--- src/rtl/miriscv_lsu_ctrl_pkg.sv ---
//==============================================================================
// Module  : miriscv_lsu_ctrl_pkg
// Brief   : Load/store size codes, LSU FSM state encodings and counter sizing.
// Rev     : 1.0  initial release
//==============================================================================
`default_nettype none

package miriscv_lsu_ctrl_pkg;

    localparam logic [2:0] LDST_B  = 3'd0;
    localparam logic [2:0] LDST_H  = 3'd1;
    localparam logic [2:0] LDST_W  = 3'd2;
    localparam logic [2:0] LDST_BU = 3'd4;
    localparam logic [2:0] LDST_HU = 3'd5;

    localparam logic [1:0] LSU_IDLE = 2'd0;
    localparam logic [1:0] LSU_REQ  = 2'd1;
    localparam logic [1:0] LSU_RESP = 2'd2;
    localparam logic [1:0] LSU_DONE = 2'd3;

    // Timeout counter width: wide enough for the limit, clamped to 8..16 bits.
    function automatic int unsigned lsu_cnt_width(input int unsigned cycles);
        int unsigned w;
        w = $clog2(cycles + 1);
        if (w < 8)  w = 8;
        if (w > 16) w = 16;
        return w;
    endfunction

endpackage

`default_nettype wire

--- src/rtl/miriscv_lsu_align.sv ---
//==============================================================================
// Module  : miriscv_lsu_align
// Brief   : Byte-enable / store-replication / load-extension logic and the
//           size/alignment legality check for one memory access.
// Rev     : 1.0  initial release
//==============================================================================
`default_nettype none

module miriscv_lsu_align
    import miriscv_lsu_ctrl_pkg::*;
(
    input  logic [2:0]  i_size,
    input  logic [1:0]  i_offset,
    input  logic [31:0] i_wdata,
    input  logic [31:0] i_rdata,
    output logic [3:0]  o_be,
    output logic [31:0] o_wdata,
    output logic [31:0] o_rdata,
    output logic        o_legal
);

    logic [15:0] w_lane;

    // Only the low halfword of the shifted word is ever extracted.
    assign w_lane = 16'(i_rdata >> {i_offset, 3'b000});

    always_comb begin
        o_be    = 4'b0000;
        o_wdata = i_wdata;
        o_rdata = i_rdata;
        o_legal = 1'b0;
        case (i_size)
            LDST_B, LDST_BU: begin
                o_be    = 4'b0001 << i_offset;
                o_wdata = {4{i_wdata[7:0]}};
                o_rdata = (i_size == LDST_B) ? {{24{w_lane[7]}}, w_lane[7:0]}
                                             : {24'd0, w_lane[7:0]};
                o_legal = 1'b1;
            end
            LDST_H, LDST_HU: begin
                o_be    = 4'b0011 << {i_offset[1], 1'b0};
                o_wdata = {2{i_wdata[15:0]}};
                o_rdata = (i_size == LDST_H) ? {{16{w_lane[15]}}, w_lane}
                                             : {16'd0, w_lane};
                o_legal = ~i_offset[0];
            end
            LDST_W: begin
                o_be    = 4'b1111;
                o_legal = (i_offset == 2'b00);
            end
            default: begin
                o_legal = 1'b0;
            end
        endcase
    end

endmodule

`default_nettype wire

--- src/rtl/miriscv_lsu_ctrl.sv ---
//==============================================================================
// Module  : miriscv_lsu_ctrl
// Brief   : Load-store sequencer: stalls the pipeline over a req/gnt/rvalid
//           memory transaction. Optional abort timer: MIRISCV_LSU_TIMEOUT_EN.
// Rev     : 1.0  initial release
//==============================================================================
`default_nettype none

module miriscv_lsu_ctrl
    import miriscv_lsu_ctrl_pkg::*;
#(
    parameter int unsigned TIMEOUT_CYCLES = 255
) (
    input  logic        clk_i,
    input  logic        arstn_i,
    input  logic        lsu_req_i,
    input  logic        lsu_we_i,
    input  logic [2:0]  lsu_size_i,
    input  logic [31:0] lsu_addr_i,
    input  logic [31:0] lsu_data_i,
    output logic        lsu_stall_req_o,
    output logic [31:0] lsu_data_o,
    output logic        lsu_err_o,
    output logic        data_req_o,
    output logic        data_we_o,
    output logic [3:0]  data_be_o,
    output logic [31:0] data_addr_o,
    output logic [31:0] data_wdata_o,
    input  logic        data_gnt_i,
    input  logic        data_rvalid_i,
    input  logic [31:0] data_rdata_i
);

    logic [1:0]  r_state;
    logic [1:0]  w_state_nxt;
    logic [2:0]  r_size;
    logic [1:0]  r_off;
    logic [2:0]  w_size;
    logic [1:0]  w_off;
    logic [3:0]  w_be;
    logic [31:0] w_wdata;
    logic [31:0] w_rdata_ext;
    logic        w_legal;
    logic        w_idle;
    logic        w_accept;
    logic        w_reject;
    logic        w_abort;

    // Live inputs are decoded in IDLE; the latched access drives load extraction.
    assign w_idle = (r_state == LSU_IDLE);
    assign w_size = w_idle ? lsu_size_i      : r_size;
    assign w_off  = w_idle ? lsu_addr_i[1:0] : r_off;

    miriscv_lsu_align u_align (
        .i_size   (w_size),
        .i_offset (w_off),
        .i_wdata  (lsu_data_i),
        .i_rdata  (data_rdata_i),
        .o_be     (w_be),
        .o_wdata  (w_wdata),
        .o_rdata  (w_rdata_ext),
        .o_legal  (w_legal)
    );

    assign w_accept = w_idle & lsu_req_i & w_legal;
    assign w_reject = w_idle & lsu_req_i & ~w_legal;

`ifdef MIRISCV_LSU_TIMEOUT_EN
    localparam int unsigned c_cnt_w = lsu_cnt_width(TIMEOUT_CYCLES);

    logic [c_cnt_w-1:0] r_cnt;
    logic               w_busy;
    logic               w_timeout;

    assign w_busy = (r_state == LSU_REQ) | (r_state == LSU_RESP);

    // Held at zero outside REQ/RESP so every transaction starts from zero.
    always_ff @(posedge clk_i or negedge arstn_i) begin
        if (!arstn_i) begin
            r_cnt <= '0;
        end else if (w_busy) begin
            r_cnt <= r_cnt + 1'b1;
        end else begin
            r_cnt <= '0;
        end
    end

    assign w_timeout = w_busy & (r_cnt == c_cnt_w'(TIMEOUT_CYCLES - 1));
`else
    logic w_timeout;
    assign w_timeout = 1'b0;
`endif

    // Normal progress wins over a timeout landing on the same cycle.
    assign w_abort = w_timeout & (((r_state == LSU_REQ)  & ~data_gnt_i) |
                                  ((r_state == LSU_RESP) & ~data_rvalid_i));

    always_ff @(posedge clk_i or negedge arstn_i) begin
        if (!arstn_i) begin
            r_state <= LSU_IDLE;
        end else begin
            r_state <= w_state_nxt;
        end
    end

    always_comb begin
        w_state_nxt = r_state;
        case (r_state)
            LSU_IDLE: if (w_accept)                      w_state_nxt = LSU_REQ;
            LSU_REQ:  if (data_gnt_i)                    w_state_nxt = LSU_RESP;
                      else if (w_abort)                  w_state_nxt = LSU_DONE;
            LSU_RESP: if (data_rvalid_i || w_abort)      w_state_nxt = LSU_DONE;
            default:                                     w_state_nxt = LSU_IDLE;
        endcase
    end

    always_comb begin
        data_req_o      = (r_state == LSU_REQ);
        lsu_stall_req_o = lsu_req_i & w_legal & (r_state != LSU_DONE);
    end

    always_ff @(posedge clk_i or negedge arstn_i) begin
        if (!arstn_i) begin
            data_we_o    <= 1'b0;
            data_be_o    <= 4'b0000;
            data_addr_o  <= 32'd0;
            data_wdata_o <= 32'd0;
            r_size       <= 3'd0;
            r_off        <= 2'd0;
            lsu_data_o   <= 32'd0;
            lsu_err_o    <= 1'b0;
        end else begin
            lsu_err_o <= w_reject | w_abort;
            if (w_accept) begin
                data_we_o    <= lsu_we_i;
                data_be_o    <= w_be;
                data_addr_o  <= {lsu_addr_i[31:2], 2'b00};
                data_wdata_o <= w_wdata;
                r_size       <= lsu_size_i;
                r_off        <= lsu_addr_i[1:0];
            end
            if (w_abort) begin
                lsu_data_o <= 32'd0;
            end else if ((r_state == LSU_RESP) && data_rvalid_i && !data_we_o) begin
                lsu_data_o <= w_rdata_ext;
            end
        end
    end

endmodule

`default_nettype wire

--- config.mk ---
export PLATFORM = sky130hd
export DESIGN_NAME = miriscv_lsu_ctrl
export DESIGN_NICKNAME = d
export VERILOG_FILES = /design/src/rtl/miriscv_lsu_ctrl_pkg.sv /design/src/rtl/miriscv_lsu_align.sv /design/src/rtl/miriscv_lsu_ctrl.sv
export SDC_FILE = /design/constraint.sdc
export NUM_CORES = 1
export LEC_CHECK = 0
export ABC_CLOCK_PERIOD_IN_PS = 3550
export CAP_MARGIN = 30
export CORE_MARGIN = 2
export CORE_UTILIZATION = 40
export DETAILED_ROUTE_END_ITERATION = 10
export PLACE_DENSITY = 0.83
export SETUP_SLACK_MARGIN = 0.02
export SYNTH_ARGS = -nofsm -noshare
export SYNTH_HDL_FRONTEND = slang
export SYNTH_SLANG_ARGS = --single-unit
--- constraint.sdc ---
create_clock -name clk_i -period 3.55 [get_ports clk_i]
set_input_delay 0.355 -clock clk_i [delete_from_list [all_inputs] [get_ports clk_i]]
set_output_delay 0.355 -clock clk_i [all_outputs]
set_load 0.02 [all_outputs]
# Word level (Yosys, flattened, before mapping)
# Cells that the tools add are included.
[word_totals]
reg_bits = 107
latch_bits = 0
mem_bits_rw = 0
rom_bits = 0
in_bits = 105
output_inout_bits = 104
elab_cells = 50
memories = 0
[classes]
n_addsub = 0
multipliers = 0
div_mod_pow = 0
order_cmp = 0
n_eq_ne = 10
shift = 3
mux = 12
bitwise = 7
n_reduce_logical = 9
[op_table]
columns = ["cell", "n"]
rows = [
  ["one-hot mux 32 bit (2 select lines)", 2],
  ["two-way mux 32 bit", 2],
  [">> shifter 32 x 5 -> 16 bit", 1],
  ["one-hot mux 4 bit (3 select lines)", 1],
  ["two-way mux 2 bit", 4],
  ["equality test 3 bit (second input constant)", 2],
  ["one-hot mux 2 bit (3 select lines)", 1],
  ["AND 1 bit", 5],
  ["logical NOT 2 bit", 2],
  ["!= test 2 x 1 -> 1 bit (second input constant)", 2],
  ["!= test 2 bit (second input constant)", 2],
  ["OR reduction 2 bit", 2],
  ["<< shifter 1 x 2 -> 4 bit (first input constant)", 1],
  ["<< shifter 2 x 2 -> 4 bit (first input constant)", 1],
  ["equality test 3 x 1 -> 1 bit (second input constant)", 1],
  ["equality test 3 x 2 -> 1 bit (second input constant)", 1],
  ["logical NOT 3 bit", 1],
  ["two-way mux 3 bit", 1],
  ["one-hot mux 1 bit (3 select lines)", 1],
  ["AND reduction 3 bit", 1],
  ["equality test 2 x 1 -> 1 bit (second input constant)", 1],
  ["equality test 2 bit (second input constant)", 1],
  ["logical AND 1 bit", 2],
  ["NOT 1 bit", 2],
  ["logical NOT 1 bit", 1],
]

# Logic depth before layout (Yosys ltp)
# Gate-level depths: netlist of the first run.
[depth]
ltp_word = 8
depth_mapped = 11
mapped_depth_nobuf = 7

# Hierarchy
# Synthesis of the first run repeated with hierarchy kept, for this count alone.
[hier_totals]
cells_unflattened = 432
area_unflattened_um2 = 5431.5
[modules_own_cells]
columns = ["mod", "n_inst", "cells_each", "area_per_inst_um2", "seq_area_each_um2"]
rows = [
  ["miriscv_lsu_ctrl", 1, 247, 4179.0, 2677.6],
  ["miriscv_lsu_align", 1, 185, 1252.5, 0.0],
]

# Worst setup path after synthesis of the first run
# OpenSTA, ideal clock, no wires.
[synth_timing]
kind = "register -> register"
startpoint = "register r_state[0]"
endpoint = "register data_wdata_o[24]"
setup_time_ns = 0.125
arrival_time_ns = 2.117
required_time_ns = 3.425
slack_ns = 1.308
path_stages_with_launch = 9
path_buffers = 2
synth_period_minus_slack_ns = 2.242
cell_sequence = "dfrtp_1 -> inv_1 -> ha_1 -> mux2_2 -> a311oi_2 -> o21ba_2 -> buf_6 -> buf_8 -> mux2_4"
[synth_between]
elab_chain_cells = 6
word_cells_on_any_way = 16
classes_between = "eq/ne: 4; mux: 4; bitwise: 3; reduce/logical: 5"
[synth_rtl]
columns = ["element", "line_no", "text"]
rows = [
  ["from (decl)", "miriscv_lsu_ctrl.sv:34", "logic [1:0] r_state;"],
  ["from (signal assigned)", "miriscv_lsu_ctrl.sv:102", "r_state <= w_state_nxt;"],
  ["logical NOT 2 bit *", "miriscv_lsu_ctrl.sv:50", "assign w_idle = (r_state == LSU_IDLE);"],
  ["two-way mux 3 bit", "miriscv_lsu_ctrl.sv:51", "assign w_size = w_idle ? lsu_size_i : r_size;"],
  ["equality test 3 bit, or another cell as far along", "miriscv_lsu_align.sv:32", "case (i_size)"],
  ["OR reduction 2 bit", "miriscv_lsu_align.sv:32", ""],
  ["one-hot mux 1 bit (3 select lines)", "miriscv_lsu_align.sv:32", ""],
  ["AND 1 bit", "miriscv_lsu_ctrl.sv:65", "assign w_accept = w_idle & lsu_req_i & w_legal;"],
  ["to (signal assigned)", "miriscv_lsu_ctrl.sv:138", "data_wdata_o <= w_wdata;"],
  ["to (decl)", "miriscv_lsu_ctrl.sv:28", "output logic [31:0] data_wdata_o,"],
]
# Every way passes the cells marked *; elsewhere a longest branch is shown, timed or not.
# A chain may end at the register's enable or synchronous reset.

# Worst setup path in the final report of the first run
[layout_timing]
startpoint = "register r_state[0]"
endpoint = "output port lsu_stall_req_o"
[layout_between]
elab_chain_cells = 7
word_cells_on_any_way = 16
classes_between = "eq/ne: 5; mux: 3; bitwise: 3; reduce/logical: 5"
[layout_rtl]
columns = ["element", "line_no", "text"]
rows = [
  ["logical NOT 2 bit", "miriscv_lsu_ctrl.sv:50", ""],
  ["two-way mux 3 bit", "miriscv_lsu_ctrl.sv:51", ""],
  ["equality test 3 bit, or another cell as far along", "miriscv_lsu_align.sv:32", ""],
  ["OR reduction 2 bit", "miriscv_lsu_align.sv:32", ""],
  ["one-hot mux 1 bit (3 select lines)", "miriscv_lsu_align.sv:32", ""],
  ["AND 1 bit", "miriscv_lsu_ctrl.sv:119", "lsu_stall_req_o = lsu_req_i & w_legal & (r_state != LSU_DONE);"],
  ["AND 1 bit *", "miriscv_lsu_ctrl.sv:119", ""],
  ["to (decl)", "miriscv_lsu_ctrl.sv:21", "output logic lsu_stall_req_o,"],
]
# Marked as above.

==> qor.yml, run 1 <==
status: "completed"
antennaDiodeCount: 0
final_hold_viol_count: 0
clock.fmax_ghz: 0.301
worst_pin_slew_ns: 0.697
start_util_pct: 40.5
grt_max_degree: 68
post-route-util_pct: 58.0
finalClockSkew_ns: 0.00745
endpoint_kind: "output port"
synth.avg_cell_area_um2: 11.1
drt_iter0_markers: 442
clock-root-buffer: "clkbuf_16"
worstReg2RegStart: "r_state[0]"
synthArstFlopShare_pct: 100
clk_transition_reported_paths_ns: 0.07
fin_total_pwr_w: 0.00796
port_buffers: 206
grt.overflow.total: 0
grt_pass1_wl_mm: 25.2
dp_hpwl_mm: 12.1
period_share_pct: 93.6
wl_per_cell_um: 18.4
rows: 43
netlist_area_um2: 5560
synth_cells: 503
ys_seq_area_share_pct: 48.1
synth_cell_types: 48
worstPathArrival_ns: 2.97
relSlewSlack_pct: 53.5
routed_via_density: 5.32
clk_path_buf_depth: 2
io_pins: 209
path_max_fanout: 12
p_per_area_nw_per_um2: 1000
drive_gt1_share_pct: 14.2
firstDrtPassIters: 5
crit_path_start: "r_state[0]"
cts_max_level: 3
fin_setup_tns_ns: 0
track_usage_pct: 21.7
postRouteAntennaNets: 0
vdd_drop_max_v: 0.000531
grt_pass1_vias: 4898
worst-setup-path-type: "flop to output port"
cts_setup_buffers: 0
coreArea_um2: 13700
worstSkewPairLatency_ns: 0.35
cts_buffers: 9
synth_edf_count: 0
cts_tree: "yes"
antenna_found_initial: 0
ys.flop_type: "dfrtp_1"
worst-r2r-setup-slack_ns: 0.64
drcViolationCount: 0
ys.warnings.count: 0
rsz0062_at_grt: "no"
place_congestion: 0.913
p_leak_nw: 3.33
final_nets: 801
cts.sink_count: 107
drv_slew: 0
drt-total-wl_mm: 16.2
die_y_um: 122
die-area_um2: 14900
timing.final.crit_period_ns: 3.32
maxCapViolations: 0
start_kind: "flop"
syn_to_final_growth_pct: 43.1
vias: 4666
crit_required_ns: 3.19
hp-class: "input port to async pin"
synth-seq-cells: 107
die_x_um: 122
setup_viol: 0
holdWs_ns: 0.447
what timing repair did:
item                                    in CTS  in global routing
endpoints found under the setup margin       0                  1
hold endpoints to repair                    22                  0
hold buffers                                 1                  0
resized for setup                            0                  1
final cells by class:
type / instances / area [µm²]
clock buffers: 14 / 264
clock inverters: 2 / 10.0
fillers: 1135 / 5760
inverters: 11 / 41.3
multi-input cells: 346 / 2560
flip-flops and latches: 107 / 2680
well taps: 180 / 225
repair buffers: 217 / 2180
report_power, final:
part           switching, W  internal, W  total, W
Clock              0.000435     0.000514  0.000948
Combinational       0.00245      0.00229   0.00474
Sequential         0.000428      0.00184   0.00227
Total               0.00331      0.00465   0.00796
final timing paths:
| check | endpoint | cells after the start |
|---|---|---|
| setup reg to reg | lsu_data_o[16] | 8 |
| min in group clk_i | lsu_data_o[4] | 2 |
| hold reg to reg | lsu_data_o[4] | 2 |
| setup / recovery | lsu_stall_req_o | 7 |
| max in group asynchronous | data_wdata_o[13] | 4 |
| hold / removal | data_addr_o[3] | 2 |
metal layers:
layer,GRT usage (%),part of all wire (%),vias up
li1,-,-,2172
met1,27.4,40,2262
met2,35.4,49,200
met3,5.15,8.0,32
met4,9.99,2.9,0
met5,0,0,-
cells by family after synthesis:
family,Yosys count,synth area share (%)
simple gates,116,8.89
mux,87,19.0
buf+inv,51,6.03
flops,107,48.1
fa+ha+maj,4,0.900
other cells,1,0.0674
compound gates,137,17.0
worst max-delay path: stages (launching register included):
cell             delay (ns)
dfrtp_1                0.43
inv_1                  0.11
ha_2                   0.32
mux2_2                 0.38
a311oi_2               0.34
o21ai_0                0.24
nor2_1                 0.17
clkdlybuf4s50_1        0.64
registers in the layout (all words and copies together) (netlist names):
register      cells
lsu_data_o       32
data_wdata_o     32
r_size            3
data_be_o         4
r_off             2
data_we_o         1
data_addr_o      30
lsu_err_o         1
r_state           2
cells in the mapped netlist (all sizes together), types with 2 or more instances:
| library cell | count | area [µm²] |
|---|---|---|
| buf | 26 | 241 |
| o21ai | 25 | 125 |
| o22ai | 18 | 119 |
| nor3b | 3 | 22.5 |
| clkbuf | 14 | 52.6 |
| nor2b | 3 | 18.8 |
| o32a | 2 | 20.0 |
| mux2 | 55 | 724 |
| o21ba | 2 | 20.0 |
| a311oi | 2 | 23.8 |
| inv | 11 | 41.3 |
| o2bb2ai | 4 | 35.0 |
| nor2 | 44 | 165 |
| a32oi | 2 | 17.5 |
| dfrtp | 107 | 2680 |
| nand2 | 46 | 173 |
| a221oi | 5 | 43.8 |
| o31ai | 2 | 15.0 |
| a211oi | 2 | 15.0 |
| mux2i | 32 | 333 |
| nor3 | 7 | 35.0 |
| a2bb2oi | 7 | 61.3 |
| ha | 4 | 50.1 |
| nand2b | 9 | 56.3 |
| a21oi | 49 | 283 |
| a31oi | 11 | 83.8 |
per-stage QoR:
step	instance area [µm²]	std cells	worst slack [ns]
floorplan	5570	504	1.31
global placement	7640	859	0.602
detailed placement	7670	860	0.489
CTS	7950	877	0.0932
global route	7960	877	0.0361
finish	7960	877	0.228
cell usage in the layout, fill, tap and decap left out, types with 2 or more instances in the layout:
cell,count
dfrtp_1,107
nand2_1,46
a31oi_1,10
a32oi_1,2
nor2_1,44
ha_1,3
clkdlybuf4s50_1,205
conb_1,2
a221oi_1,5
clkbuf_8,2
o32a_1,2
clkinv_2,2
a21oi_2,10
mux2_4,28
inv_1,11
o21ai_0,25
o22ai_1,17
o2bb2ai_1,4
mux2_2,27
mux2i_1,31
nor2b_1,3
nor3_1,7
nor3b_1,3
buf_4,9
clkbuf_1,3
a2bb2oi_1,7
o31ai_1,2
a21oi_1,39
a211oi_1,2
nand2b_1,9
clkbuf_16,9
Power figures use the tool's default switching activity.
==> run 2: changes to the inputs <==
- CAP_MARGIN: 30 -> 20
==> qor.yml, run 2 (synthesis results as in run 1) <==
clock-root-buffer: "clkbuf_16"
worstReg2RegStart: "r_state[0]"
worst-r2r-setup-slack_ns: 0.61
fin_area_um2: 7930
cts_tree: "yes"
dp_hpwl_mm: 11.9
worstPathArrival_ns: 3.00
p_leak_nw: 3.32
internal-power_w: 0.00462
drcViolationCount: 0
pwr-share-clk_pct: 11.7
die_x_um: 122
maxCapViolations: 0
postRouteAntennaNets: 0
port_buffers: 206
grt.overflow.total: 0
grt_max_degree: 90
cp.buffers_inverters: 2
power.net_switching_w: 0.00332
drv_slew: 0
cp.depth: 7
crit_family: "buffers and inverters"
drt-total-wl_mm: 16.1
start_kind: "flop"
vdd_drop_max_v: 0.000503
cts_buffers: 9
fin_total_pwr_w: 0.00794
post_dp_cell_area_um2: 7640
layout_commonest_cell: "clkdlybuf4s50_1"
reg_top3: "data_wdata_o: 32 flops, lsu_data_o: 32 flops, data_addr_o: 30 flops"
firstDrtPassIters: 6
clk_transition_reported_paths_ns: 0.06
clock.fmax_ghz: 0.298
antennaDiodeCount: 0
timing.final.crit_period_ns: 3.36
grt_pass1_wl_mm: 25.2
final_nets: 800
antenna_found_initial: 0
cts.sink_count: 107
swShare_pct: 41.8
clk_path_buf_depth: 2
status: "completed"
finalClockSkew_ns: 0.0118
hp-class: "input port to async pin"
wl_per_cell_um: 18.4
die_y_um: 122
start_util_pct: 40.5
pwr-share-comb_pct: 59.7
drt_iter0_markers: 304
die-area_um2: 14900
track_usage_pct: 21.8
syn_to_final_growth_pct: 42.5
worstSkewPairLatency_ns: 0.35
path_max_fanout: 12
fin_setup_tns_ns: 0
crit_required_ns: 3.19
critPathMaxStageDelay_ns: 0.63
seq_power_share_pct: 28.6
routed_via_density: 5.45
r2r_cells: 8
worst_pin_slew_ns: 0.688
crit_path_cell_trace: "inv_1, ha_2, mux2_2, a311oi_2, o21ai_0, nor2_1, clkdlybuf4s50_1"
coreArea_um2: 13700
vias: 4767
final_hold_viol_count: 0
rows: 43
io_pins: 209
place_congestion: 0.913
period_share_pct: 94.6
cpMaxStageDelayCell: "clkdlybuf4s50_1"
grt_pass1_vias: 4797
r2r_end: "lsu_data_o[19]"
relSlewSlack_pct: 54.1
endpoint_kind: "output port"
drive_gt1_share_pct: 14.2
setup_viol: 0
final_cell_mix: "205 x clkdlybuf4s50_1, 107 x dfrtp_1, 46 x nand2_1"
cts_max_level: 3
p_per_area_nw_per_um2: 1000
worst-setup-path-type: "flop to output port"
rsz0062_at_grt: "no"
run 2: cell count changes in the layout (fill, tap and decap cells not counted):
cell / before / now
clkinv_2: 2 / 3
clkbuf_8: 2 / 1
dlygate4sd3_1: 1 / 0
buf_16: 1 / 0
clkbuf_1: 3 / 2
buf_12: 1 / 2
run 2: metal layers:
metal	share of wire [%]	track usage, %	wire length (µm)	up-vias
met1	40	28.0	6460	2320
met5	0	0	0	-
li1	-	-	-	2171
met3	7.3	5.24	1180	44
met2	49	34.3	7910	232
met4	3.6	11.6	576	0
run 2: stage by stage:
step | util [%] | hold slack [ns] | setup WS (ns) | std cells
global route | 57.8 | 0.0570 | 0.0304 | 875
floorplan | - | 0.0594 | 1.31 | 504
finish | 57.8 | 0.0179 | 0.193 | 875
global placement | 55.7 | 0.466 | 0.602 | 859
detailed placement | 55.7 | 0.476 | 0.503 | 859
CTS | 57.6 | 0.270 | 0.0919 | 874
run 2: layout make-up:
cell class              count  area (µm²)
well taps                 180         225
clock inverters             3        15.0
repair buffers            216        2160
multi-input cells         346        2560
clock buffers              12         246
inverters                  11        41.3
fillers                  1152        5790
flip-flops and latches    107        2680
run 2: timing repair:
item                                    CTS  global route
gates resized for setup                   0             1
hold buffers                              0             0
buffers inserted                          0             0
endpoints found under the setup margin    0             1
run 2: worst max-delay path by stage:
| stage | start | end | slack [ns] |
|---|---|---|---|
| floorplan | r_state[0] | data_wdata_o[24] | 1.31 |
| global placement | r_state[0] | lsu_stall_req_o | 0.60 |
| detailed placement | r_state[0] | lsu_stall_req_o | 0.50 |
| CTS | r_state[0] | lsu_stall_req_o | 0.09 |
| global route | r_state[0] | lsu_stall_req_o | 0.03 |
| finish | r_state[0] | lsu_stall_req_o | 0.19 |
run 2: power by group through the flow:
| stage | Combinational [W] | Sequential (W) | Clock [W] |
|---|---|---|---|
| floorplan | 0.00238 | 0.00288 | 0 |
| global placement | 0.00460 | 0.00224 | 0 |
| detailed placement | 0.00472 | 0.00228 | 0 |
| CTS | 0.00473 | 0.00227 | 0.000955 |
| global route | 0.00507 | 0.00234 | 0.00101 |
| finish | 0.00474 | 0.00227 | 0.000928 |
